`config.mk`:
```
export PLATFORM = sky130hd
export DESIGN_NAME = serial_subtractor
export DESIGN_NICKNAME = d
export VERILOG_FILES = /design/src/rtl/serial_arith_pkg.sv /design/src/rtl/full_subtractor.sv /design/src/rtl/serial_subtractor.sv
export SDC_FILE = /design/constraint.sdc
export NUM_CORES = 1
export LEC_CHECK = 0
export ABC_AREA = 1
export BUFFER_PORTS_ARGS = -buffer_cell sky130_fd_sc_hd__buf_2
export CORE_ASPECT_RATIO = 2
export CORE_MARGIN = 8
export CORE_UTILIZATION = 55
export DETAILED_ROUTE_END_ITERATION = 12
export GPL_TIMING_DRIVEN = 0
export PLACE_DENSITY = 0.78
export RECOVER_POWER = 25
export SETUP_SLACK_MARGIN = 0.3
export SLEW_MARGIN = 10
export SYNTH_ARGS = -nofsm -noshare
export SYNTH_HDL_FRONTEND = slang
export SYNTH_SLANG_ARGS = --single-unit
export TNS_END_PERCENT = 20
```
`constraint.sdc`:
```
create_clock -name clk -period 1.5 [get_ports clk]
set_clock_uncertainty 0.05 [all_clocks]
set_input_delay 0.15 -clock clk [delete_from_list [all_inputs] [get_ports clk]]
set_output_delay 0.15 -clock clk [all_outputs]
set_load 0.02 [all_outputs]
```
`src/rtl/serial_arith_pkg.sv`:
```
// Shared definitions for the bit-serial arithmetic blocks: FSM state type and
// a counter-width helper.
package serial_arith_pkg;

  typedef enum logic [1:0] {
    IDLE  = 2'd0,
    SHIFT = 2'd1,
    DONE  = 2'd2
  } state_e;

  // Ceiling log2 with a floor of 1, so a bit counter always has at least one bit.
  function automatic int unsigned clog2(input int unsigned value);
    int unsigned result;
    result = 0;
    for (int unsigned i = 0; i < 32; i++) begin
      if ((32'd1 << i) < value) begin
        result = i + 1;
      end
    end
    if (result == 0) begin
      result = 1;
    end
    return result;
  endfunction

endpackage

```
`src/rtl/full_subtractor.sv`:
```
// One-bit full subtractor: d = a - b - bin, with borrow out.
module full_subtractor (
  input  logic a,
  input  logic b,
  input  logic bin,
  output logic d,
  output logic bout
);

  // Difference bit and borrow generation.
  always_comb begin
    d    = a ^ b ^ bin;
    bout = (~a & b) | (~(a ^ b) & bin);
  end

endmodule

```
`src/rtl/serial_subtractor.sv`:
```
// Bit-serial two's-complement subtractor, LSB first, one bit per clock.
// Reports the unsigned borrow and signed overflow of A-B.
module serial_subtractor
  import serial_arith_pkg::*;
#(
  parameter int unsigned WIDTH = 8
) (
  input  logic             clk,
  input  logic             rst_n,
  input  logic             start,
  input  logic [WIDTH-1:0] a,
  input  logic [WIDTH-1:0] b,
  output logic             busy,
  output logic             done,
  output logic [WIDTH-1:0] diff,
  output logic             bout,
  output logic             ovf
);

  localparam int unsigned     CNT_W = clog2(WIDTH);
  localparam logic [CNT_W-1:0] LAST = CNT_W'(WIDTH - 1);

  state_e           state_q, state_d;
  logic [WIDTH-1:0] a_sh_q, a_sh_d;
  logic [WIDTH-1:0] b_sh_q, b_sh_d;
  logic [WIDTH-1:0] work_q, work_d;
  logic [WIDTH-1:0] diff_q, diff_d;
  logic [CNT_W-1:0] cnt_q, cnt_d;
  logic             br_q, br_d;
  logic             bout_q, bout_d;
  logic             ovf_q, ovf_d;

  logic             fs_d;
  logic             fs_bout;
  logic [WIDTH-1:0] work_shifted;

  full_subtractor u_fs (
    .a    (a_sh_q[0]),
    .b    (b_sh_q[0]),
    .bin  (br_q),
    .d    (fs_d),
    .bout (fs_bout)
  );

  // New difference bit enters at the MSB; after WIDTH shifts the word is aligned.
  always_comb begin
    work_shifted = {fs_d, work_q[WIDTH-1:1]};
  end

  // Next-state, datapath and result update.
  always_comb begin
    state_d = state_q;
    a_sh_d  = a_sh_q;
    b_sh_d  = b_sh_q;
    work_d  = work_q;
    diff_d  = diff_q;
    cnt_d   = cnt_q;
    br_d    = br_q;
    bout_d  = bout_q;
    ovf_d   = ovf_q;

    case (state_q)
      IDLE, DONE: begin
        state_d = IDLE;
        if (start) begin
          a_sh_d  = a;
          b_sh_d  = b;
          work_d  = '0;
          br_d    = 1'b0;
          cnt_d   = '0;
          state_d = SHIFT;
        end
      end
      SHIFT: begin
        a_sh_d = {1'b0, a_sh_q[WIDTH-1:1]};
        b_sh_d = {1'b0, b_sh_q[WIDTH-1:1]};
        work_d = work_shifted;
        br_d   = fs_bout;
        cnt_d  = cnt_q + CNT_W'(1);
        if (cnt_q == LAST) begin
          // a_sh_q[0]/b_sh_q[0] hold the operand MSBs on this final edge.
          diff_d  = work_shifted;
          bout_d  = fs_bout;
          ovf_d   = (a_sh_q[0] ^ b_sh_q[0]) & (fs_d ^ a_sh_q[0]);
          cnt_d   = '0;
          state_d = DONE;
        end
      end
      default: state_d = IDLE;
    endcase
  end

  // State and datapath registers, cleared asynchronously.
  always_ff @(posedge clk or negedge rst_n) begin
    if (!rst_n) begin
      state_q <= IDLE;
      a_sh_q  <= '0;
      b_sh_q  <= '0;
      work_q  <= '0;
      diff_q  <= '0;
      cnt_q   <= '0;
      br_q    <= 1'b0;
      bout_q  <= 1'b0;
      ovf_q   <= 1'b0;
    end else begin
      state_q <= state_d;
      a_sh_q  <= a_sh_d;
      b_sh_q  <= b_sh_d;
      work_q  <= work_d;
      diff_q  <= diff_d;
      cnt_q   <= cnt_d;
      br_q    <= br_d;
      bout_q  <= bout_d;
      ovf_q   <= ovf_d;
    end
  end

  // Status and result outputs.
  always_comb begin
    busy = (state_q == SHIFT);
    done = (state_q == DONE);
    diff = diff_q;
    bout = bout_q;
    ovf  = ovf_q;
  end

endmodule
```
### Yosys cells after proc, flatten, opt, wreduce, memory -nomap -nowiden

Cells that the tools add are included.

| word-level totals | value |
|---|---|
| output and inout port bits | 12 |
| register bits | 40 |

| cells by class | value |
|---|---|
| bitwise operators | 9 |
| muxes and demuxes | 14 |
| equal/unequal tests | 5 |
| add/sub/neg operators | 1 |
| reduce and logical (&&, ||, !) cells | 5 |

Operators by type and width:

| cell | number |
|---|---|
| case mux 8 bit (2 select lines) | 3 |
| 2-to-1 mux 8 bit | 3 |
| 2-to-1 mux 3 bit | 2 |
| case mux 3 bit (2 select lines) | 1 |
| case mux 2 bit (2 select lines) | 1 |
| AND reduction 2 bit | 2 |
| adder 3 x 1 -> 3 bit, second input constant | 1 |
| bitwise AND 1 bit | 3 |
| equality test 3 bit, second input constant | 1 |
| bitwise XOR 1 bit | 3 |
| equality test 2 x 1 -> 1 bit, second input constant | 1 |
| equality test 2 bit, second input constant | 1 |
| logical NOT 2 bit | 1 |
| 2-to-1 mux 1 bit | 2 |
| 2-to-1 mux 2 bit | 1 |
| inequality test 2 x 1 -> 1 bit, second input constant | 1 |
| inequality test 2 bit, second input constant | 1 |
| NOT 1 bit | 2 |
| case mux 1 bit (2 select lines) | 1 |
| nonzero test 2 bit | 1 |
| OR reduction 2 bit | 1 |
| bitwise OR 1 bit | 1 |

### Longest topological paths before layout

| depth | value |
|---|---|
| depth in word-level cells | 5 |
| depth in mapped cells | 8 |
| gate-level depth less buffers | 6 |

### Hierarchy

From an unflattened synthesis, not the netlist that was laid out.

| unflattened totals | value |
|---|---|
| cells, all modules | 230 |
| area, all modules | 1,894.3 um^2 |

By module, submodules not included:

| module | cells each | sequential area each (um^2) | times used | area an instance (um^2) |
|---|---|---|---|---|
| serial_subtractor | 226 | 975.9 | 1 | 1,863.0 |
| full_subtractor | 4 | 0.0 | 1 | 31.3 |

### Least setup slack after synthesis

OpenSTA, ideal clock, no wires.

| timing path | value |
|---|---|
| kind | reg2reg |
| start | register b_sh_q[0] |
| end | register ovf_q (netlist: ovf) |
| data arrival time | 1,120 ps |
| stages on the path, launching flop included | 7 |
| buffers on the path | 0 |
| path slack | 212 ps |
| required time | 1,333 ps |
| cells stage by stage | dfrtp_1 > inv_1 > fa_1 > nor2_1 > nor2_1 > nand3_1 > nand2_1 |

| between the ends | value |
|---|---|
| word-level cells in the longest chain between the ends | 4 |

Ends and longest elaborated chain:

| what | RTL line | RTL |
|---|---|---|
| start, declared | serial_subtractor.sv:25 | `logic [WIDTH-1:0] b_sh_q, b_sh_d;` |
| start signal, assigned | serial_subtractor.sv:108 | `b_sh_q <= b_sh_d;` |
| bitwise XOR 1 bit (2 in series) | full_subtractor.sv:12 | `d = a ^ b ^ bin;` |
| via fs_d | serial_subtractor.sv:33 | `logic fs_d;` |
| bitwise XOR 1 bit | serial_subtractor.sv:84 | `ovf_d = (a_sh_q[0] ^ b_sh_q[0]) & (fs_d ^ a_sh_q[0]);` |
| bitwise AND 1 bit | serial_subtractor.sv:84 |  |
| end signal, assigned | serial_subtractor.sv:114 | `ovf_q <= ovf_d;` |
| end, declared | serial_subtractor.sv:31 | `logic ovf_q, ovf_d;` |

The timed path passes the listed nets, and every way through them passes these cells.
A chain may end at the register's enable or synchronous reset.

### Worst setup path after layout

Ends and elaborated chain as after synthesis.

==> run metrics <==
status=finished, final reports clean; area grow syn2layout=33.2%; total CTS buffers=5; Rel. slew slack=a little under two fifths; startpoint types=flip-flop; Max IR drop VDD=~1400 uV; Final period util=a little over nine tenths; Leak Pwr=between 0.001 and 0.0015 uW; synth top area cells=dfrtp_1 (53%), nand2_1 (12%), inv_1 (5.9%); Power Density=around 2400 nW/um^2; share of the synthesized area in the top cell type=between 50 and 60%; Worst Setup End Kind=flip-flop; Initial DRT Pass Iterations=5; Routed WL=between 4 and 5 mm; P_sw=about 2400 uW; post-route insts no fill=300; cell taking the most area after synthesis=dfrtp_1; number of global-route vias before repair=approximately 1500; Post-Syn Instances=approximately 210; IO Pins=31; FILL cells=between 200 and 250; Clock Pin Slew Worst Setup and Hold Paths=roughly 0.07 ns; worst setup path start=b_sh_q[0]; cell row count=30; core area=around 3300 sq um; Routed Antenna Nets=0; largest net degree at the start of global routing=40; starting density of the core=a little under three fifths; Post-synth top flop=dfrtp_1; DIE HEIGHT=between 90 and 100 microns; DP HPWL=2.67 mm; Max Freq=between 600 and 700 MHz; Avg WL per Cell=15.2 microns; Req. time, crit path=roughly 1.7 ns; post-DR vias/cell=roughly 5.2; Clock Latency Late Sink=approximately 0.29 ns; sw frac=40.9%; gr ovfl total=0; Synth Net Count=between 200 and 250; GP Congestion=between 0.7 and 0.8; ant diodes=0; Power Internal=about 3500 uW; EDFF count, synth=0; synth unique cells=21; CTS tree=built; IO Port Bufs=30; Crit Path Max Fanout=3; sequential area share after synthesis=between 50% and 60%; H-tree depth=2; Tmin final=1.44 ns; initial antenna violation count=0; Iter 0 DRT Violations=31; nets=291; RSZ-0062 raised after global routing=true; worst hold path cell count=3; top-count cell post-synth=nand2_1; synthesized area=approximately 1800 sq um; Yosys Warn Count=0; Clock Tree Buf Depth=2; Slew Viols, Final=0; Post-synth top cells=nand2_1 (60), dfrtp_1 (39), inv_1 (29); CP arrival=1.63 ns; Clock power frac=between 10% and 20%; setup TNS=0 ns; Setup CP Type=flip-flop to flip-flop; placed insts=~270; clk sinks=39; vias=around 1600; Synth async-reset ratio=between 90% and 100%; share of layout cells above drive strength 1=31.3%; Max-cap violations=0; drt drc=0; Avg Cell Area, Syn=around 9 sq um; Die ar.=about 5600 sq um; Combinational Power Share=around 55%; first-pass GRT wire length=just over 7 mm; Hold Crit Start=b[7]; Total Power=5930 uW; Least-Margin Pin Slew=0.942 ns; die span in x=~57 microns; final setup fails=0; RR Startpoint=b_sh_q[0]; sequential power share=between 30 and 40%; flops & latches, synth=39; Tightest Hold Check Type=input pin to flip-flop; Fin. Hold Viols=0; GRT Total Usage=about 16%; R2R depth=6; Clock Tree Root=clkbuf_8
[critical path, stage by stage, from the launching register on]
cell,delay (ns)
dfrtp_1,0.39
inv_2,0.05
fa_2,0.60
nor2_1,0.05
nor2_1,0.11
nand3_1,0.08
nand2_1,0.06
[layer usage]
| metal | vias to the layer above | part of all wire, % | wire [microns] | GRT usage [%] |
|---|---|---|---|---|
| li1 | 769 | - | - | - |
| met5 | - | 0 | 0 | 0 |
| met2 | 49 | 52 | 2380 | 25.0 |
| met4 | 0 | 2.7 | 122 | 8.18 |
| met1 | 735 | 40 | 1810 | 19.6 |
| met3 | 10 | 5.4 | 246 | 4.94 |
[per-stage QoR]
step	hold slack, ns	utilization (%)	setup WS (ns)	cell area, sq um
6_report	0.0566	74.5	0.0611	2460
5_1_grt	0.0909	74.5	0.00952	2460
4_1_cts	0.0592	71.7	0.138	2370
3_5_place_dp	0.249	61.7	0.128	2040
3_3_place_gp	0.250	61.7	0.147	2040
2_1_floorplan	-0.196	-	0.212	1850
[power by group through the flow]
stage,logic [uW],clock network (uW),registers (uW)
5_1_grt,3590,901,1840
3_5_place_dp,2400,0,1800
3_3_place_gp,2310,0,1770
2_1_floorplan,1670,0,1910
4_1_cts,2990,871,1770
6_report,3280,853,1800
[registers in the layout, indices dropped and copies added (netlist names)]
register and flops:
br_q 1, b_sh_q 8, diff 8, a_sh_q 8, bout 1, ovf 1
state_q 2, work_q 7, cnt_q 3
[area by class of cell]
class	count	area, sq um	share of cell area [%]
buffer	9	116	4.73
clock buffer	5	68.8	2.80
clock inverter	2	37.5	1.53
inverter	32	133	5.39
multi-input combinational	127	729	29.6
sequential	39	976	39.7
tap	32	40.0	1.63
timing repair buffer	54	360	14.6
[kinds of logic (layout without fill, tap and decap cells)]
logic type	after synthesis	count (layout)	share of synthesized area, %
fa+ha+maj	4	4	3.11
flops	39	39	52.8
buf+inv	41	102	9.95
simple gates	101	102	26.1
compound gates	21	21	8.06
[layout by cell type (no fill, tap or decap), types with 3 or more instances in the layout]
| cell type | n |
|---|---|
| buf_8 | 3 |
| clkbuf_8 | 5 |
| clkbuf_1 | 10 |
| o21ai_2 | 9 |
| ha_1 | 3 |
| nand2_4 | 3 |
| buf_6 | 7 |
| nor2_1 | 3 |
| o22ai_1 | 7 |
| nand2_2 | 3 |
| nand3b_1 | 12 |
| dfrtp_1 | 39 |
| buf_4 | 19 |
| o21ai_0 | 3 |
| nand2_1 | 58 |
| inv_1 | 27 |
| nand3_1 | 20 |
| buf_2 | 18 |
[repair_timing]
item / in CTS / in global routing
cloned: 2 / 0
gates resized for setup: 23 / 15
hold endpoints to repair: 39 / 0
pin swaps: 4 / 4
buffers inserted: 12 / 10
setup endpoints to repair: 35 / 76
hold buffers: 1 / 0
[path summary, 6_finish.rpt]
path                                  end  slack (ns)
worst max-delay path                  ovf        0.06
worst min-delay path            b_sh_q[7]        0.06
worst max register to register        ovf        0.06
worst min register to register  b_sh_q[4]        0.43
max in group asynchronous       a_sh_q[6]        0.33
min in group asynchronous         diff[5]        0.48
No activity file was read; power rests on OpenSTA's default activity.
